===== src/rtl/shift_unit_iterative.sv =====
// Iterative shifter: one bit position per clock, valid/ready on both sides.
// Results match the combinational ALU shifter for Lsl, Lsr and Asr; the
// reserved operation returns the operand unchanged with out_err set.
module shift_unit_iterative #(
  parameter int DATA_WIDTH   = 32,
  parameter int AMOUNT_WIDTH = 5
) (
  input  logic                    clk,
  input  logic                    rst,
  input  logic                    flush,
  input  logic                    in_valid,
  output logic                    in_ready,
  input  logic [DATA_WIDTH-1:0]   in_data,
  input  logic [AMOUNT_WIDTH-1:0] in_amount,
  input  logic [1:0]              in_oper,
  output logic                    out_valid,
  input  logic                    out_ready,
  output logic [DATA_WIDTH-1:0]   out_data,
  output logic                    out_err
);

  typedef enum logic [1:0] {
    IDLE,
    SHIFT,
    DONE
  } state_t;

  localparam logic [1:0] OPER_LSL  = 2'd0;
  localparam logic [1:0] OPER_LSR  = 2'd1;
  localparam logic [1:0] OPER_ASR  = 2'd2;
  localparam logic [1:0] OPER_RSVD = 2'd3;

  state_t                  state_q;
  state_t                  state_d;
  logic [DATA_WIDTH-1:0]   data_q;
  logic [AMOUNT_WIDTH-1:0] count_q;
  logic [1:0]              oper_q;
  logic                    err_q;

  // A request is taken only from IDLE, and flush always wins over it.
  logic accept;
  logic shift_step;
  assign accept     = (state_q == IDLE) && in_valid && !flush;
  assign shift_step = (state_q == SHIFT) && !flush;

  // State register.
  always_ff @(posedge clk or posedge rst) begin
    // NOTE: sequential state uses non-blocking (<=) so every register samples
    // pre-edge values, independent of the order the blocks are evaluated in.
    if (rst) state_q <= IDLE;
    else     state_q <= state_d;
  end

  // Next-state and handshake outputs.
  always_comb begin
    // NOTE: every output of this block is given a default first; a path that
    // leaves one unassigned would infer a latch.
    state_d   = state_q;
    in_ready  = (state_q == IDLE);
    out_valid = (state_q == DONE);
    unique case (state_q)
      IDLE: begin
        if (accept) begin
          if (in_amount == '0 || in_oper == OPER_RSVD) state_d = DONE;
          else                                         state_d = SHIFT;
        end
      end
      SHIFT: begin
        // count_q is the number of shifts still to do, including this edge.
        if (count_q == AMOUNT_WIDTH'(1)) state_d = DONE;
      end
      DONE: begin
        if (out_ready) state_d = IDLE;
      end
      default: state_d = IDLE;
    endcase
    if (flush) state_d = IDLE;
  end

  // Operand capture at accept, then one bit of shift per SHIFT cycle.
  always_ff @(posedge clk or posedge rst) begin
    // NOTE: the datapath registers are reset too, so out_data/out_err read 0
    // after reset rather than whatever the last operation left behind.
    if (rst) begin
      data_q  <= '0;
      count_q <= '0;
      oper_q  <= OPER_LSL;
      err_q   <= 1'b0;
    end else if (accept) begin
      data_q  <= in_data;
      count_q <= in_amount;
      oper_q  <= in_oper;
      err_q   <= (in_oper == OPER_RSVD);
    end else if (shift_step) begin
      count_q <= count_q - AMOUNT_WIDTH'(1);
      unique case (oper_q)
        OPER_LSL: data_q <= {data_q[DATA_WIDTH-2:0], 1'b0};
        OPER_LSR: data_q <= {1'b0, data_q[DATA_WIDTH-1:1]};
        OPER_ASR: data_q <= {data_q[DATA_WIDTH-1], data_q[DATA_WIDTH-1:1]};
        default:  data_q <= data_q;
      endcase
    end
  end

  // The result register doubles as the shift register; it is only
  // meaningful while out_valid is high and holds its value in IDLE.
  assign out_data = data_q;
  assign out_err  = err_q;

endmodule


===== config.mk =====
export PLATFORM = sky130hd
export DESIGN_NAME = shift_unit_iterative
export DESIGN_NICKNAME = d
export VERILOG_FILES = /design/src/rtl/shift_unit_iterative.sv
export SDC_FILE = /design/constraint.sdc
export NUM_CORES = 1
export LEC_CHECK = 0
export BUFFER_PORTS_ARGS = -buffer_cell sky130_fd_sc_hd__buf_4
export CAP_MARGIN = 10
export CORE_UTILIZATION = 52
export DETAILED_ROUTE_END_ITERATION = 6
export GPL_ROUTABILITY_DRIVEN = 1
export HOLD_SLACK_MARGIN = 0.12
export PLACE_DENSITY = 0.79
export SYNTH_ARGS = -nofsm -noshare
export SYNTH_HDL_FRONTEND = slang
export SYNTH_SLANG_ARGS = --single-unit

===== constraint.sdc =====
create_clock -name clk -period 2.45 [get_ports clk]
set_clock_uncertainty 0.15 [all_clocks]
set_input_delay 0.245 -clock clk [delete_from_list [all_inputs] [get_ports clk]]
set_output_delay 0.245 -clock clk [all_outputs]
set_load 0.01 [all_outputs]

==> results.md <==
* CTS resizes at 0
* Worst Path Arrival at 2100 ps
* Synth top area share at 38.7%
* Syn avg cell area at 10.1 µm²
* Crit share post-route at 82.0%
* Area growth from synthesis to layout at 39.5%
* DR vias/cell at 6.14
* Nets at 419
* Antenna violations before repair at 0
* Slew @ Worst Pin at 650 ps
* Pin count of the biggest net entering global routing at 35
* WL/cell at 17.5 µm
* Worst Path Max Fanout at 19
* RSZ-0062 raised after global routing: false
* H-Tree Depth at 2
* Synth Flop Type: dfrtp_1
* Die width at 74.3 µm
* Vias at 2689
* Max incr delay on CP at 400 ps
* Num rows at 25
* Final Setup Violations at 0
* F_max at 0.498 GHz
* Clock root buffer: clkbuf_8
* I/O pins at 79
* Final Max Tran Viols at 0
* Grt ovf at 0
* Dpl hpwl at 4780 µm
* Mapped Area at 2720 µm²
* Core ar. at 4880 µm²
* DRC at 0
* Warnings, synthesis at 0
* Sequential share of the synthesized area at 38.7%
* CTS tree: done
* CP Launch Type: flop
* Skew-Pair Late Insertion Delay at 300 ps
* Vias in the first global route at 2535
* Final hold violation count at 0
* Yosys top cell by area: dfrtp_1
* Post-route ant nets at 0
* Mapped Nets at 319
* Die area at 5520 µm²
* P_leak at 1.52 nW
* Crit path max-delay family: buffers and inverters
* Seq cells post-synth at 42
* Synth area leaders: dfrtp_1, o221a_1, o211ai_1, nand2b_1, nand4_1
* Length of the first detailed-routing pass in iterations at 4
* Final Core Density at 77.7%
* FF/Latch Area at 1050 µm²
* Multi-input logic area at 1420 µm²
* HP Class: in -> reg
* First-pass GRT wire length at 12300 µm
* # diodes at 0
* Port buffer count at 78
* Share of layout cells above drive strength 1 at 28.0%
* Crit Path Class: reg -> reg
* Worst path bufs/invs at 4
* Power Dens Cells at 895 nW/µm²
* Max Buffers Root-to-Sink at 2
* Number of flops mapped to enable cells by yosys at 0
* Worst VDD drop at 0.463 mV
* Gr usage total at 29.4%
* Crit path capture type: flop
* Rel. slew slack at 56.6%
* Min cycle time layout at 2010 ps
* Outcome: complete, no violations
* Synth unique cells at 42
* Violation count after the first detailed-route iteration at 224
* WP data required at 2540 ps
* Number of max-cap violations at 0
* Clock buffer count from CTS at 5
* Commonest cells in the netlist: dfrtp_1, nand2b_1, o211ai_1, nand4_1, o221a_1
* Die Y at 74.3 µm
* Cells after synthesis at 270
* GPL Wtd Cong at 0.875
* Crit-path cells: inv_1 > ha_1 > buf_4 > inv_1 > a311oi_4 > buf_4 > o221a_1
* Critical Path Slowest Stage Cell: dfrtp_1
* Reg clk slew, reported paths at 80 ps
* Routed Wire Length at 7660 µm
* Effective utilization at floorplan at 55.7%
* # clock sinks at 42
* Ys async rst share at 100%
* Most frequent cell after synthesis: dfrtp_1
* Fill count at 349
* Setup TNS at 0 ps
-- logic make-up after synthesis --
group,Yosys count,share of synthesized area (%)
compound gates,83,27.3
fa+ha+maj,5,2.30
buf+inv,43,9.02
flops,42,38.7
mux,1,0.414
simple gates,96,22.3
-- worst paths after layout --
kind                              start           end  slack, ps  cells after the start
setup / recovery              oper_q[0]  out_data[29]        440                      7
hold / removal             in_amount[2]    count_q[2]        120                      3
setup reg to reg              oper_q[0]  out_data[29]        440                      7
hold reg to reg                 out_err       out_err        350                      2
max in group asynchronous           rst     oper_q[1]       1420                      4
min in group asynchronous           rst  out_data[13]        280                      3
-- stage by stage --
step	power, W	setup WS (ps)	area [µm²]	std cells	hold slack (ps)
finish	0.00340	442	3790	438	123
global route	0.00360	353	3790	438	148
CTS	0.00337	464	3770	437	125
detailed placement	0.00264	468	3260	393	287
global placement	0.00259	495	3260	393	278
floorplan	0.00208	667	2720	270	212
-- timing repair --
action	in CTS	in global routing
endpoints found under the hold margin	66	0
hold buffers	36	0
setup buffers	0	0
-- worst reg2reg max path, stage by stage, from the launching register on --
cell and delay [ps]:
dfrtp_1 400, inv_1 110, ha_1 200, buf_4 210, inv_1 100, a311oi_4 270, buf_4 290, o221a_1 240
-- metal layers --
layer / wire length (µm) / global-route usage (%)
met1: 3200 / 37.6
met2: 3930 / 51.8
met3: 397 / 3.25
met4: 134 / 10.1
met5: 0 / 0
-- cell usage in the layout, fill, tap and decap left out, types with 6 or more instances in the layout --
master and count:
clkbuf_8 6, dfrtp_1 42, nor2_1 7, nand2b_1 33, inv_1 9, o221a_1 30
nand2_1 10, o211ai_1 31, nand4_1 30, dlygate4sd3_1 36, buf_4 89
-- cell type report --
class	instances	area share, %
clock buffers	6	2.18
clock inverters	2	1.58
inverters	10	0.989
multi-input cells	185	37.5
flip-flops and latches	42	27.7
well taps	67	2.21
repair buffers	126	27.8
-- power by group --
part | internal, W | total, W | switching (W) | leakage (nW)
registers | 0.000916 | 0.00120 | 0.000282 | 0.473
clock network | 0.000435 | 0.000687 | 0.000252 | 0.0714
logic | 0.000769 | 0.00151 | 0.000743 | 0.973
total | 0.00212 | 0.00340 | 0.00128 | 1.52
-- flip-flops by register name (all words and copies together), names as in the netlist --
signal    cells
out_data     32
count_q       5
oper_q        2
state_q       2
out_err       1
(Power assumes the default switching activity.)
